==> src/rtl/serializer_pkg.sv <==
// Shared types and helpers for the parallel-in/serial-out TX serializer.
package serializer_pkg;

    // Default word width of the serializer.
    localparam int DEF_DATA_W = 8;

    // Shift engine states.
    typedef enum logic [1:0] {
        ST_IDLE   = 2'd0,
        ST_SHIFT  = 2'd1,
        ST_PARITY = 2'd2
    } ser_state_t;

    // Fold one driven bit into the running parity accumulator.
    function automatic logic par_step(input logic acc, input logic data_bit);
        return acc ^ data_bit;
    endfunction

    // Final parity bit: XOR of all data bits, inverted for odd parity.
    function automatic logic par_final(input logic acc, input logic odd);
        return acc ^ odd;
    endfunction

endpackage

==> src/rtl/ser_hold_buf.sv <==
// One-entry holding buffer between the word producer and the shift engine.
// Ready is the registered inverse of the full flag, so valid never reaches
// ready combinationally.
module ser_hold_buf
    import serializer_pkg::*;
#(
    parameter int DATA_W = DEF_DATA_W
) (
    input  logic              clk,
    input  logic              rst,
    input  logic [DATA_W-1:0] i_data,
    input  logic              i_valid,
    output logic              o_ready,
    input  logic              i_drain,
    output logic              o_full,
    output logic [DATA_W-1:0] o_data
);

    logic              r_full;
    logic [DATA_W-1:0] r_data;
    logic              w_accept;

    assign w_accept = i_valid & ~r_full;

    // Capture the word on accept; the engine clears the entry when it loads it.
    always_ff @(posedge clk or negedge rst) begin
        if (!rst) begin
            r_full <= 1'b0;
            r_data <= '0;
        end else begin
            if (w_accept) begin
                r_data <= i_data;
            end
            r_full <= w_accept | (r_full & ~i_drain);
        end
    end

    assign o_ready = ~r_full;
    assign o_full  = r_full;
    assign o_data  = r_data;

endmodule

==> src/rtl/piso_serializer.sv <==
// Parametrised parallel-in/serial-out engine for the TX datapath.
// Words enter a one-entry holding buffer and are shifted out one bit per
// ser_en strobe, optionally followed by a parity bit; words chain with no
// idle bit between them.
//
// Handshake: a word transfers on a rising clk edge where data_valid and
// data_ready are both high. data_ready depends only on registered state.
module piso_serializer
    import serializer_pkg::*;
#(
    parameter int   DATA_W    = DEF_DATA_W,
    parameter bit   LSB_FIRST = 1'b1,
    parameter bit   PAR_EN    = 1'b0,
    parameter bit   PAR_ODD   = 1'b0,
    parameter logic IDLE_LVL  = 1'b1
) (
    input  logic              clk,
    input  logic              rst,
    input  logic [DATA_W-1:0] p_data,
    input  logic              data_valid,
    output logic              data_ready,
    input  logic              ser_en,
    output logic              ser_data,
    output logic              busy,
    output logic              ser_done
);

    localparam int               CNT_W    = $clog2(DATA_W + 1);
    localparam logic [CNT_W-1:0] LAST_CNT = CNT_W'(DATA_W);

    ser_state_t        r_state, w_state_nxt;
    logic [DATA_W-1:0] r_shreg, w_shreg_nxt;
    logic [CNT_W-1:0]  r_cnt, w_cnt_nxt;
    logic              r_par, w_par_nxt;
    logic              r_ser, w_ser_nxt;
    logic              r_done, w_done_nxt;

    logic              w_drain;
    logic              w_buf_full;
    logic [DATA_W-1:0] w_buf_data;
    logic              w_word_end;

    logic              w_cur_bit;
    logic [DATA_W-1:0] w_cur_shift;
    logic              w_new_bit;
    logic [DATA_W-1:0] w_new_shift;

    ser_hold_buf #(
        .DATA_W (DATA_W)
    ) u_hold_buf (
        .clk     (clk),
        .rst     (rst),
        .i_data  (p_data),
        .i_valid (data_valid),
        .o_ready (data_ready),
        .i_drain (w_drain),
        .o_full  (w_buf_full),
        .o_data  (w_buf_data)
    );

    // Next bit to drive and the remaining shift contents, for the current
    // word and for a word taken straight from the buffer at a word end.
    assign w_cur_bit   = LSB_FIRST ? r_shreg[0] : r_shreg[DATA_W-1];
    assign w_cur_shift = LSB_FIRST ? (r_shreg >> 1) : (r_shreg << 1);
    assign w_new_bit   = LSB_FIRST ? w_buf_data[0] : w_buf_data[DATA_W-1];
    assign w_new_shift = LSB_FIRST ? (w_buf_data >> 1) : (w_buf_data << 1);

    // Next-state and datapath decisions; every register holds unless a case updates it.
    always_comb begin
        w_state_nxt = r_state;
        w_shreg_nxt = r_shreg;
        w_cnt_nxt   = r_cnt;
        w_par_nxt   = r_par;
        w_ser_nxt   = r_ser;
        w_done_nxt  = 1'b0;
        w_drain     = 1'b0;
        w_word_end  = 1'b0;

        case (r_state)
            ST_IDLE: begin
                // Loading needs no strobe; the line stays idle until the first ser_en.
                w_ser_nxt = IDLE_LVL;
                if (w_buf_full) begin
                    w_state_nxt = ST_SHIFT;
                    w_shreg_nxt = w_buf_data;
                    w_cnt_nxt   = '0;
                    w_par_nxt   = 1'b0;
                    w_drain     = 1'b1;
                end
            end
            ST_SHIFT: begin
                if (ser_en) begin
                    if (r_cnt != LAST_CNT) begin
                        w_ser_nxt   = w_cur_bit;
                        w_shreg_nxt = w_cur_shift;
                        w_cnt_nxt   = r_cnt + CNT_W'(1);
                        w_par_nxt   = par_step(r_par, w_cur_bit);
                    end else if (PAR_EN) begin
                        w_ser_nxt   = par_final(r_par, PAR_ODD);
                        w_state_nxt = ST_PARITY;
                    end else begin
                        w_word_end = 1'b1;
                    end
                end
            end
            ST_PARITY: begin
                if (ser_en) begin
                    w_word_end = 1'b1;
                end
            end
            default: begin
                w_state_nxt = ST_IDLE;
            end
        endcase

        // A waiting word starts on the word-end strobe itself, so no idle bit appears.
        if (w_word_end) begin
            w_done_nxt = 1'b1;
            if (w_buf_full) begin
                w_state_nxt = ST_SHIFT;
                w_drain     = 1'b1;
                w_ser_nxt   = w_new_bit;
                w_shreg_nxt = w_new_shift;
                w_cnt_nxt   = CNT_W'(1);
                w_par_nxt   = par_step(1'b0, w_new_bit);
            end else begin
                w_state_nxt = ST_IDLE;
                w_ser_nxt   = IDLE_LVL;
            end
        end
    end

    // State and datapath registers; reset aborts any word in flight.
    always_ff @(posedge clk or negedge rst) begin
        if (!rst) begin
            r_state <= ST_IDLE;
            r_shreg <= '0;
            r_cnt   <= '0;
            r_par   <= 1'b0;
            r_ser   <= IDLE_LVL;
            r_done  <= 1'b0;
        end else begin
            r_state <= w_state_nxt;
            r_shreg <= w_shreg_nxt;
            r_cnt   <= w_cnt_nxt;
            r_par   <= w_par_nxt;
            r_ser   <= w_ser_nxt;
            r_done  <= w_done_nxt;
        end
    end

    assign ser_data = r_ser;
    assign ser_done = r_done;
    assign busy     = (r_state != ST_IDLE);

endmodule

==> config.mk <==
export PLATFORM = sky130hd
export DESIGN_NAME = piso_serializer
export DESIGN_NICKNAME = d
export VERILOG_FILES = /design/src/rtl/serializer_pkg.sv /design/src/rtl/ser_hold_buf.sv /design/src/rtl/piso_serializer.sv
export SDC_FILE = /design/constraint.sdc
export NUM_CORES = 1
export LEC_CHECK = 0
export BUFFER_PORTS_ARGS = -buffer_cell sky130_fd_sc_hd__buf_2
export CORE_MARGIN = 4
export CORE_UTILIZATION = 55
export CTS_CLUSTER_DIAMETER = 80
export CTS_CLUSTER_SIZE = 10
export DETAILED_ROUTE_END_ITERATION = 8
export HOLD_SLACK_MARGIN = 0.12
export PLACE_DENSITY_LB_ADDON = 0.12
export SLEW_MARGIN = 40
export SYNTH_ARGS = -nofsm -noshare
export SYNTH_HDL_FRONTEND = slang
export SYNTH_SLANG_ARGS = --single-unit
==> constraint.sdc <==
create_clock -name clk -period 2 [get_ports clk]
set_input_delay 0.5 -clock clk [delete_from_list [all_inputs] [get_ports clk]]
set_output_delay 0.5 -clock clk [all_outputs]
set_load 0.1 [all_outputs]
; Word level (Yosys, flattened, before mapping)
; Cells that the tools add are included.
; Widths: inputs -> output; s select.
[classes]
bitwise_logic = 5
muxes = 30
reduce_logical = 6
addsub = 1
n_eq_ne = 7
[ops]
columns = op, n
row1 = $mux 8, 5
row2 = $mux 4, 5
row3 = $pmux 8 s2, 1
row4 = $mux 1, 13
row5 = $pmux 4 s2, 1
row6 = $ne 3x3->1 const B, 2
row7 = $add 4x1->4 const B, 1
row8 = $mux 2, 2
row9 = $ne 4x4->1 const B, 1
row10 = $pmux 1 s2, 2
row11 = $pmux 2 s2, 1
row12 = $ne 3x2->1 const B, 1
row13 = $reduce_and 3->1, 1
row14 = $reduce_bool 3->1, 1
row15 = $and 1x1->1, 2
row16 = $eq 2x1->1 const B, 1
row17 = $eq 2x2->1 const B, 1
row18 = $logic_not 2->1, 1
row19 = $ne 2x1->1 const B, 1
row20 = $not 1->1, 2
row21 = $reduce_and 2->1, 1
row22 = $reduce_bool 2->1, 1
row23 = $reduce_or 2->1, 1
row24 = $or 1x1->1, 1
[totals]
out_inout_bits = 4
reg_bits = 25
elab_cells = 56
input_bits = 12

; Depth between registers and ports, before layout
[logic_depth]
ltp_word = 8
mapped_depth = 7
depth_no_buf = 6

; Hierarchy
; From an unflattened synthesis, not the netlist that was laid out.
[hier_totals]
cells_unflattened = 114
hier_area_um2 = 1255.0
[by_module_without_submodules]
columns = mod, instances, seq_area_each_um2, area_each_um2, cells_per_inst
row1 = piso_serializer, 1, 376.6, 880.8, 93
row2 = ser_hold_buf, 1, 225.2, 374.1, 21

; Least setup slack after synthesis
; Ideal clock, no wire load.
[synth_path]
path_kind = register -> register
start = register r_state[0]
end = register r_ser (netlist: ser_data)
setup_time_ps = 79
required_ps = 1921
stages_incl_launch_ff = 6
path_slack_ps = 225
arrival_time_ps = 1696
period_less_slack_ps = 1775
cell_sequence = dfrtp_1 -> and2_4 -> nand3_2 -> buf_6 -> o2bb2ai_1 -> nand2_1
[synth_via]
elab_chain_len = 4
[synth_lines]
columns = element, line
row1 = start: declaration, piso_serializer.sv:31  ; ser_state_t r_state, w_state_nxt;
row2 = start signal: assignment, piso_serializer.sv:143  ; r_state <= w_state_nxt;
row3 = $eq 2x2->1 / $eq 2x1->1 (equally long branches), piso_serializer.sv:79  ; case (r_state)
row4 = $pmux 1 s2, piso_serializer.sv:79
row5 = $ne 3x3->1 (no line) / $reduce_bool 3->1 (equally long branches), -
row6 = $reduce_and 3->1 (no line), -
row7 = end signal: assignment, piso_serializer.sv:147  ; r_ser <= w_ser_nxt;
row8 = end: declaration, piso_serializer.sv:35  ; logic r_ser, w_ser_nxt;
; Parallel ways exist; a longest one is shown, timed or not.
; A chain may end at the register's enable or synchronous reset.

; Worst setup path after layout
[layout_path]
start = register r_state[0]
end = output port busy
[layout_via]
elab_chain_len = 1
[layout_lines]
columns = element, line
row1 = $reduce_bool 2->1, piso_serializer.sv:154  ; assign busy = (r_state != ST_IDLE);
row2 = end: declaration, piso_serializer.sv:24  ; output logic busy,
; Every way passes these cells.

==> results.md <==
- Flop pwr share: 45.1%
- Clk root buf: clkbuf_4
- Post-CTS setup buffer count: 0
- Mux contribution to synthesized area: 8.998%
- Final Cycle Share: 94.02%
- GR Overflow Total: 0
- Avg Inst Size Synth: 10.55 µm²
- RePlAce Congestion: 0.8258
- #FFs+latches synth: 24
- Post-synthesis adder-cell area fraction: 2.045%
- Die Wd: 55.17 µm
- Largest net degree at the start of global routing: 25
- TritonCTS buffer count: 3
- Critical Path Source Type: flip-flop
- Layout filler cell count: 191
- IO Count: 16
- Cells after Synth: 116
- Final Slew Violations: 0
- RSZ-0062 raised after global routing: false
- Final std cells w/o fill: 158
- Tmin final: 1.880 ns
- CTS Sinks: 24
- Vias in the first global route: 879
- Row count: 16
- Power share of the clock group: 17.7%
- Worst-path clk slew: 0.14 ns
- Power density cells: 1444 nW/µm²
- DRC: 0
- Synth Area in XOR/XNOR: 0%
- TritonCTS clock tree: built
- # diodes: 0
- Reg-to-reg endpoint: r_shreg[4]
- Global-route wire length before repair: 3857 µm
- Max Cap Viol: 0
- First DRT Iteration DRCs: 25
- Post-Synth Simple-Gate Area: 17.89%
- Vias: 918
- Final setup vio count: 0
- Pre-CTS WS: 0.3668 ns
- Fin util: 66.42%
- Worst EP required: 1.50 ns
- Worst reg-to-reg setup slack: 0.33 ns
- Combinational group share of total power: 37.2%
- CP endpoint kind: output port
- R2R Path Start: r_cnt[0]
- Worst IR drop on VDD: 0.9358 mV
- Fin nets: 146
- CP Max Fanout: 15
- Post-route antenna net violation count: 0
- Worst Path Buf+Inv: 1
- Crit path largest cell delay: 0.62 ns
- Fin. Hold Viols: 0
- HP Class: primary input to async pin
- Static Leakage: 0.6317 nW
- Critical Path AT: 1.38 ns
- Slew headroom: 64.81%
- Compound-cell area share of the yosys netlist: 15.75%
- Worst-Margin Slew: 0.5278 ns
- Die H: 55.17 µm
- Gr usage total: 17.64%
- Critical path depth: 1
- Cell Area, Synth: 1224 µm²
- R2R depth: 6
- Clock latency on the worst-skew pair: 0.32 ns
- Vias per cell: 5.810
- Combinational family with the most area after synthesis: simple AND/OR/NAND/NOR gates
- Worst-path cell chain: clkbuf_4
- Clk buf depth: 2
- Core Footprint: 2042 µm²
- Die area: 3044 µm²
- Initial antenna violation count: 0
- Initial Util: 59.93%
- Total power: 1.959 mW
- Slack of the critical path: 0.1196 ns
- # placed instances: 154
- Critical path class: flip-flop to output port
- Most frequent cells in the layout: dfrtp_1 (23), nand2_1 (14), buf_2 (13)
- Layout cells sized above 1: 31.30%
- Status: finished clean
- TritonRoute pass-1 iters: 4
- Post-Route Setup TNS: 0 ns
- Clock Skews: 0.01840 ns
- I/O Buffers: 15
- Internal Power: 1.203 mW
- Post-Syn Nets: 130
- Sw power: 755.7 µW
- CTS H-tree lvls: 1
- Drt wl/cell: 14.80 µm
- Yosys warns: 0
- P&R area growth vs syn: 10.84%
- Synth cell types: 33
- Kind of cell adding the most delay to the critical path: flip-flops
- Max Fclk: 0.5318 GHz
- Dpl hpwl: 1604 µm
- Final WL: 2338 µm
- Switching part of the total: 38.58%
- Sequential share of the synthesized area: 49.18%
- Critical-path top delay cell: dfrtp_1
- Commonest non-fill, non-tap cell in the layout: dfrtp_1
[cell usage after synthesis]
| cell type | count | share of area (%) |
|---|---|---|
| o211ai_1 | 1 | 0.61 |
| a31oi_1 | 9 | 4.6 |
| o21bai_1 | 1 | 0.61 |
| o21ai_0 | 3 | 1.2 |
| mux2_2 | 8 | 7.4 |
| ha_1 | 2 | 2.0 |
| nand2b_1 | 1 | 0.51 |
| a21oi_4 | 1 | 1.3 |
| nor2b_1 | 3 | 1.5 |
| clkbuf_1 | 1 | 0.31 |
| nand3_1 | 3 | 1.2 |
| nand3_2 | 1 | 0.82 |
| a21o_2 | 1 | 0.72 |
| a32oi_1 | 6 | 4.3 |
| nand2_1 | 14 | 4.3 |
| and2_2 | 1 | 0.61 |
| nor2_1 | 12 | 3.7 |
| inv_1 | 3 | 0.92 |
| and2_4 | 1 | 0.72 |
| nor4_2 | 1 | 1.0 |
| dfrtp_1 | 23 | 47 |
| and3b_2 | 1 | 0.82 |
| a22o_2 | 1 | 0.82 |
| o2bb2ai_1 | 1 | 0.72 |
| buf_2 | 3 | 1.2 |
| dfstp_2 | 1 | 2.1 |
| a21oi_1 | 2 | 0.82 |
| nand2_2 | 1 | 0.51 |
| nor3_1 | 2 | 0.82 |
| mux2i_1 | 2 | 1.6 |
| and4_1 | 1 | 0.72 |
| nand3b_1 | 1 | 0.61 |
| buf_6 | 4 | 3.7 |
[registers in the layout (all words and copies together), names as in the netlist]
name	count
r_shreg	8
u_hold_buf.o_data	8
r_cnt	4
r_state	1
ser_data	1
ser_done	1
u_hold_buf.o_full	1
[cell families after synthesis]
logic type,after synthesis
AND/OR/NAND/NOR,43
AO/OA/AOI/OAI,26
flip-flops,24
buffers and inverters,11
multiplexers,10
adder cells (fa/ha/maj),2
[area by class of cell]
type	instances	area, µm²	area share (%)
clock buffers	3	22.52	1.661
clock inverters	1	30.03	2.214
inverters	3	11.26	0.8303
multi-input cells	81	546.8	40.31
flip-flops and latches	24	601.8	44.37
well taps	27	33.78	2.491
repair buffers	19	110.1	8.118
[metrics by stage]
step                      hold WS, ns  instance area, µm²
after floorplan                0.2044                1224
after global placement         0.4453                1299
after detailed placement       0.4608                1299
after CTS                      0.1460                1354
after global routing           0.1614                1356
final                          0.1334                1356
[how the worst max path moves through the flow]
| stage | from | to |
|---|---|---|
| global route | r_state[0] | busy |
| floorplan | r_state[0] | ser_data |
| detailed placement | u_hold_buf.o_full | data_ready |
| CTS | r_state[0] | busy |
| finish | r_state[0] | busy |
| global placement | u_hold_buf.o_full | data_ready |
[repair_timing]
action | CTS | global route
pin swaps | 0 | 0
hold buffers | 0 | 0
setup endpoints to repair | 1 | 1
endpoints found under the hold margin | 0 | 0
gates resized for setup | 1 | 1
[power by group through the flow]
stage                     clock (mW)  sequential, mW  combinational, mW
after global routing           0.373           0.910              0.797
after CTS                      0.354           0.879              0.729
after floorplan                    0           0.926              0.534
final                          0.347           0.883              0.728
after global placement             0           0.880              0.697
after detailed placement           0           0.886              0.724
[layer usage]
layer,vias up,share of wire [%],track usage [%]
li1,449,-,-
met1,445,47,22.66
met2,22,48,30.31
met3,2,5.1,4.826
met4,0,0.17,2.429
met5,-,0,0
Power figures use the tool's default switching activity.
